### src/rtl/alu_pkg.sv
// Shared ALU encodings: op-code width, op-code values and requester id type.
// Also decoded to by alu_controller, so the values must stay fixed.
package alu_pkg;

   localparam int unsigned ALU_OP_W = 4;

   typedef logic [ALU_OP_W-1:0] alu_op_t;

   // 0: main pipeline EX slot, 1: auxiliary address/compare unit
   typedef logic req_id_t;

   localparam alu_op_t ALU_AND = 4'b0000;
   localparam alu_op_t ALU_OR  = 4'b0001;
   localparam alu_op_t ALU_ADD = 4'b0010;
   localparam alu_op_t ALU_SLL = 4'b0011;
   localparam alu_op_t ALU_SRL = 4'b0100;
   localparam alu_op_t ALU_SUB = 4'b0110;
   localparam alu_op_t ALU_SLT = 4'b0111;

endpackage

### src/rtl/alu_share_arbiter_shared_alu.sv
// Combinational shared ALU: one result per cycle for the issue-stage operands.
// Unknown op codes produce 0, and therefore zero=1.
module shared_alu
   import alu_pkg::*;
#(
   parameter int unsigned WIDTH = 32,
   parameter int unsigned SHW   = $clog2(WIDTH)
) (
   input  alu_op_t          op,
   input  logic [WIDTH-1:0] a,
   input  logic [WIDTH-1:0] b,
   output logic [WIDTH-1:0] result_c,
   output logic             zero_c
);

   logic [SHW-1:0] shamt;

   always_comb begin
      shamt    = b[SHW-1:0];
      result_c = '0;
      case (op)
         ALU_ADD: result_c = a + b;
         ALU_SUB: result_c = a - b;
         ALU_AND: result_c = a & b;
         ALU_OR:  result_c = a | b;
         ALU_SLT: result_c = WIDTH'($signed(a) < $signed(b));
         ALU_SLL: result_c = a << shamt;
         ALU_SRL: result_c = a >> shamt;
         default: result_c = '0;
      endcase
      zero_c = (result_c == '0);
   end

endmodule

### src/rtl/alu_share_arbiter.sv
// Two-requester arbiter and issue controller for the shared ALU (issue stage X, response stage R).
// Build option: ALU_ARB_RR_EN selects round-robin tie breaking; undefined gives fixed priority to r0.
module alu_share_arbiter
   import alu_pkg::*;
#(
   parameter int unsigned WIDTH = 32,
   parameter int unsigned SHW   = $clog2(WIDTH)
) (
   input  logic             clk,
   input  logic             rst_n,
   input  logic             r0_valid,
   output logic             r0_ready,
   input  alu_op_t          r0_op,
   input  logic [WIDTH-1:0] r0_a,
   input  logic [WIDTH-1:0] r0_b,
   input  logic             r1_valid,
   output logic             r1_ready,
   input  alu_op_t          r1_op,
   input  logic [WIDTH-1:0] r1_a,
   input  logic [WIDTH-1:0] r1_b,
   output logic             rsp_valid,
   input  logic             rsp_ready,
   output req_id_t          rsp_id,
   output logic [WIDTH-1:0] rsp_result,
   output logic             rsp_zero
);

   logic             x_valid_q, x_valid_d;
   req_id_t          x_id_q, x_id_d;
   alu_op_t          x_op_q, x_op_d;
   logic [WIDTH-1:0] x_a_q, x_a_d;
   logic [WIDTH-1:0] x_b_q, x_b_d;

   logic             rsp_valid_q, rsp_valid_d;
   req_id_t          rsp_id_q, rsp_id_d;
   logic [WIDTH-1:0] rsp_result_q, rsp_result_d;
   logic             rsp_zero_q, rsp_zero_d;

`ifdef ALU_ARB_RR_EN
   req_id_t          last_grant_q, last_grant_d;
`endif

   logic             r_fire;
   logic             x_adv;
   logic             can_accept;
   logic             accept;
   req_id_t          grant;
   logic [WIDTH-1:0] alu_result_c;
   logic             alu_zero_c;

   shared_alu #(
      .WIDTH (WIDTH),
      .SHW   (SHW)
   ) u_alu (
      .op       (x_op_q),
      .a        (x_a_q),
      .b        (x_b_q),
      .result_c (alu_result_c),
      .zero_c   (alu_zero_c)
   );

   // Grant and handshake: ready depends only on valids, pipeline occupancy and rsp_ready.
   always_comb begin
      r_fire     = rsp_valid_q & rsp_ready;
      x_adv      = x_valid_q & (~rsp_valid_q | r_fire);
      can_accept = ~x_valid_q | x_adv;
`ifdef ALU_ARB_RR_EN
      grant      = (r0_valid & r1_valid) ? ~last_grant_q : req_id_t'(r1_valid);
`else
      grant      = req_id_t'(~r0_valid & r1_valid);
`endif
      accept     = rst_n & can_accept & (r0_valid | r1_valid);
      r0_ready   = accept & (grant == 1'b0);
      r1_ready   = accept & (grant == 1'b1);
   end

   // Next-state for the issue and response stages.
   always_comb begin
      x_valid_d    = x_valid_q;
      x_id_d       = x_id_q;
      x_op_d       = x_op_q;
      x_a_d        = x_a_q;
      x_b_d        = x_b_q;
      rsp_valid_d  = rsp_valid_q;
      rsp_id_d     = rsp_id_q;
      rsp_result_d = rsp_result_q;
      rsp_zero_d   = rsp_zero_q;
`ifdef ALU_ARB_RR_EN
      last_grant_d = last_grant_q;
`endif

      if (accept) begin
         x_valid_d = 1'b1;
         x_id_d    = grant;
         x_op_d    = grant ? r1_op : r0_op;
         x_a_d     = grant ? r1_a  : r0_a;
         x_b_d     = grant ? r1_b  : r0_b;
`ifdef ALU_ARB_RR_EN
         last_grant_d = grant;
`endif
      end else if (x_adv) begin
         x_valid_d = 1'b0;
      end

      if (x_adv) begin
         rsp_valid_d  = 1'b1;
         rsp_id_d     = x_id_q;
         rsp_result_d = alu_result_c;
         rsp_zero_d   = alu_zero_c;
      end else if (r_fire) begin
         rsp_valid_d  = 1'b0;
      end
   end

   always_ff @(posedge clk or negedge rst_n) begin
      if (!rst_n) begin
         x_valid_q    <= 1'b0;
         x_id_q       <= 1'b0;
         x_op_q       <= '0;
         x_a_q        <= '0;
         x_b_q        <= '0;
         rsp_valid_q  <= 1'b0;
         rsp_id_q     <= 1'b0;
         rsp_result_q <= '0;
         rsp_zero_q   <= 1'b0;
`ifdef ALU_ARB_RR_EN
         last_grant_q <= 1'b1;
`endif
      end else begin
         x_valid_q    <= x_valid_d;
         x_id_q       <= x_id_d;
         x_op_q       <= x_op_d;
         x_a_q        <= x_a_d;
         x_b_q        <= x_b_d;
         rsp_valid_q  <= rsp_valid_d;
         rsp_id_q     <= rsp_id_d;
         rsp_result_q <= rsp_result_d;
         rsp_zero_q   <= rsp_zero_d;
`ifdef ALU_ARB_RR_EN
         last_grant_q <= last_grant_d;
`endif
      end
   end

   assign rsp_valid  = rsp_valid_q;
   assign rsp_id     = rsp_id_q;
   assign rsp_result = rsp_result_q;
   assign rsp_zero   = rsp_zero_q;

endmodule
### config.mk
export PLATFORM = sky130hd
export DESIGN_NAME = alu_share_arbiter
export DESIGN_NICKNAME = d
export VERILOG_FILES = /design/src/rtl/alu_pkg.sv /design/src/rtl/alu_share_arbiter_shared_alu.sv /design/src/rtl/alu_share_arbiter.sv
export SDC_FILE = /design/constraint.sdc
export NUM_CORES = 1
export LEC_CHECK = 0
export ABC_AREA = 1
export CORE_ASPECT_RATIO = 2
export CORE_MARGIN = 2
export CORE_UTILIZATION = 45
export DETAILED_ROUTE_END_ITERATION = 10
export PLACE_DENSITY = 0.7
export SLEW_MARGIN = 40
export SYNTH_ARGS = -nofsm -noshare
export SYNTH_HDL_FRONTEND = slang
export SYNTH_SLANG_ARGS = --single-unit
export TNS_END_PERCENT = 20
### constraint.sdc
create_clock -name clk -period 2.85 [get_ports clk]
set_input_delay 0.285 -clock clk [delete_from_list [all_inputs] [get_ports clk]]
set_output_delay 0.285 -clock clk [all_outputs]
set_load 0.005 [all_outputs]
==> results.yml <==
synthesis:
  yosys-mux-area-fraction_pct: 0
  yosysTopAreaCell: "nand2_1"
  netlist_instances: 2406
  synth_xor_area_share_pct: 0.1909
  synth_area_um2: 13760
  synthDominantCellAreaShare_pct: 20.19
  ys_seq_area_share_pct: 19.09
  synth_compound_area_share_pct: 13.06
  yosys.area_share.simple_pct: 44.98
  ys_ff_latch: 105
  synth_top_family_by_area: "simple AND/OR/NAND/NOR gates"
  synth_cell_type_count: 41
  syn-mean-instance-area_um2: 5.719
  synthAdderAreaFrac_pct: 10.11
  async_flop_share_pct: 100.0
  yosysWarnings: 0
  ys.flop_type: "dfrtp_1"
  synth-edff-count: 0
  syn_nets: 2657
  synth.area.top_cells: "nand2_1 20%, dfrtp_1 19%, nand3_1 15%"
critical_path:
  crit_path_top_delay_cell: "ha_2"
  worstSetupPathType: "reg2reg"
  timing.rr.start: "x_a_q[9]$_DFFE_PN0P_"
  r2r_end: "rsp_zero$_DFFE_PN0P_"
  critPathBufInv: 2
  crit_fanout: 6
  cp-end-kind: "flip-flop"
  max_stage_delay_ps: 430
  crit_family: "simple AND/OR/NAND/NOR gates"
  worstPathArrival_ps: 3200
  reg2reg_slack_ps: -8
  worstPathRequired_ps: 3190
  reg2regPathDepth: 17
  crit_chain: "inv_2 > ha_2 > buf_4 > nand2_2 > nor2_1 > nand3_1 > nand3_2 > nand2_1 > nand3_1 > nand2_1 > nor2_2 > nand3_1 > nor2_1 > nand3_1 > nor2_1 > nand2_1 > nand2_1"
  crit_path_start_kind: "flip-flop"
power:
  power.leakage_uw: 0.009997
  p_per_area_nw_per_um2: 733.0
  power_uw: 14230
  irDropWorstVdd_v: 0.0004210
sta:
  setup_viol: 1
  fin_crit_ps: 2858
  rsz0062_at_grt: "yes"
  fin_tns_setup_ps: -8.462
  finalMaxSlewViolations: 0
  slew_headroom_pct: 44.84
  skew_ps: 19.04
  worst_pin_slew_ps: 827.5
  final-hold-violation-count: 0
  min_period_over_period_pct: 100.3
  setup_ws_ps: -8.462
  max_freq_ghz: 0.3498
floorplanning:
  io_pins: 178
  die_y_um: 251.3
  die-area_um2: 32080
  die_w_um: 127.7
  std_cell_rows: 90
  core_area_um2: 30180
  start_util_pct: 45.60
placement:
  dp_cells: 3214
  io_buffers: 177
  gp_congestion: 1.128
  hpwl_um: 65340
  place_ws_ps: -220.1
route:
  drtPass1Iterations: 6
  drc: 0
  via_count: 19490
  drt-initial-drc-count: 2217
  drt-vias-per-instance: 6.016
  final_antenna_net_count: 0
  wl_per_cell_um: 24.82
  routed_wl_um: 80390
clocking:
  cts_sinks: 105
  cts_buffer_depth: 2
  cts_buffers: 9
  clk_latency_ps: 400
  holdBufCountCts: 0
  clk_pin_slew_ps: 90
  cts_tree: "yes"
  root_buffer: "clkbuf_16"
  cts_htree_levels: 3
finish:
  seq_area_um2: 2631
  layoutNonFillerInstCount: 3239
  syn_to_final_growth_pct: 41.11
  multi_input_area_um2: 10060
  nFillCells: 2825
  nNetsFinal: 3111
  drive_gt1_share_pct: 19.44
global_route:
  antenna_found_initial: 8
  grt_use_total_pct: 49.80
  grt_pass1_wl_um: 116500
  overflow: 0
  grt_pass1_vias: 19120
  grt_max_degree: 106
status:
  status: "complete, but fails checks"
  violations: "negative setup slack"
min_path:
  min_path_type: "in2async"
flow_run:
  cap_viol_max_count: 0
layer usage:
| layer | GRT usage (%) | routed length [um] | share of wire, % | vias up |
|---|---|---|---|---|
| met2 | 83.13 | 37930 | 47 | 1306 |
| met5 | 0 | 0 | 0 | - |
| met1 | 47.92 | 24400 | 30 | 8891 |
| met4 | 51.62 | 11150 | 14 | 0 |
| li1 | - | - | - | 8740 |
| met3 | 11.83 | 6915 | 8.6 | 549 |
cell usage in the layout, fill, tap and decap left out, drive strengths merged, types with 2 or more instances in the layout:
| cell | count |
|---|---|
| xor2 | 3 |
| buf | 376 |
| and2 | 11 |
| nand3b | 7 |
| fa | 2 |
| nor3 | 13 |
| nor2 | 223 |
| clkbuf | 9 |
| nand4 | 27 |
| and3 | 3 |
| dfrtp | 105 |
| clkinv | 5 |
| o21ai | 107 |
| ha | 108 |
| diode | 6 |
| a31oi | 8 |
| o211ai | 40 |
| o22ai | 26 |
| o21bai | 10 |
| inv | 319 |
| clkdlybuf4s50 | 176 |
| a21oi | 70 |
| nand2 | 745 |
| a22oi | 38 |
| nand3 | 425 |
power breakdown:
group	switching, uW	leakage, uW	total [uW]	internal, uW
Combinational	6470	0.00853	10700	4200
Sequential	266	0.00132	2130	1860
Clock	725	0.000151	1430	702
Total	7470	0.0100	14200	6770
flip-flops by register name (all words and copies together) (netlist names):
name / count
x_a_q: 32
x_b_q: 32
rsp_valid: 1
rsp_zero: 1
x_valid_q: 1
x_id_q: 1
rsp_result: 32
rsp_id: 1
x_op_q: 4
how the worst max path moves through the flow:
stage / startpoint / to / slack [ps] / cells after the start
finish: x_a_q[9]$_DFFE_PN0P_ / rsp_zero$_DFFE_PN0P_ / -8 / 17
global route: x_a_q[9]$_DFFE_PN0P_ / rsp_zero$_DFFE_PN0P_ / -130 / 17
CTS: x_b_q[0]$_DFFE_PN0P_ / rsp_zero$_DFFE_PN0P_ / 4 / 19
detailed placement: x_a_q[24]$_DFFE_PN0P_ / rsp_zero$_DFFE_PN0P_ / -220 / 19
global placement: x_a_q[24]$_DFFE_PN0P_ / rsp_zero$_DFFE_PN0P_ / -310 / 19
floorplan: x_b_q[3]$_DFFE_PN0P_ / rsp_zero$_DFFE_PN0P_ / 180 / 20
what timing repair did:
item | in CTS | in global routing
pin swaps | 0 | 13
setup buffers | 0 | 3
resized for setup | 31 | 139
setup endpoints to repair | 3 | 19
logic make-up after synthesis:
| group | after synthesis |
|---|---|
| adder cells (fa/ha/maj) | 110 |
| AND/OR/NAND/NOR | 1457 |
| flip-flops | 105 |
| buffers and inverters | 428 |
| AO/OA/AOI/OAI | 303 |
| XOR/XNOR | 3 |
synth_stat cells, drive strengths merged, types with 2 or more instances:
| cell type | count |
|---|---|
| a21oi | 70 |
| a22oi | 38 |
| a31oi | 8 |
| and2 | 11 |
| and3 | 3 |
| buf | 60 |
| clkbuf | 49 |
| clkinv | 5 |
| dfrtp | 105 |
| fa | 2 |
| ha | 108 |
| inv | 314 |
| nand2 | 745 |
| nand3 | 425 |
| nand3b | 7 |
| nand4 | 27 |
| nor2 | 223 |
| nor3 | 13 |
| o211ai | 40 |
| o21ai | 107 |
| o21bai | 10 |
| o22ai | 26 |
| xor2 | 3 |
cell type report:
type	count	area share [%]
Sequential cell	105	13.55
Multi-Input combinational cell	1873	51.79
Clock inverter	7	0.4511
Antenna cell	6	0.07732
Inverter	319	6.180
Clock buffer	9	1.160
Tap cell	368	2.371
Timing Repair Buffer	552	24.42
through the flow:
step           hold slack, ps  instance area (um^2)  util [%]
6_report                41.64                 19420     64.34
5_1_grt                 110.2                 19410     64.33
4_1_cts                 103.4                 18830     62.38
3_5_place_dp            471.7                 18420     61.04
3_3_place_gp            468.3                 18420     61.04
2_1_floorplan          -10.59                 13760         -
Power figures use the tool's default switching activity.
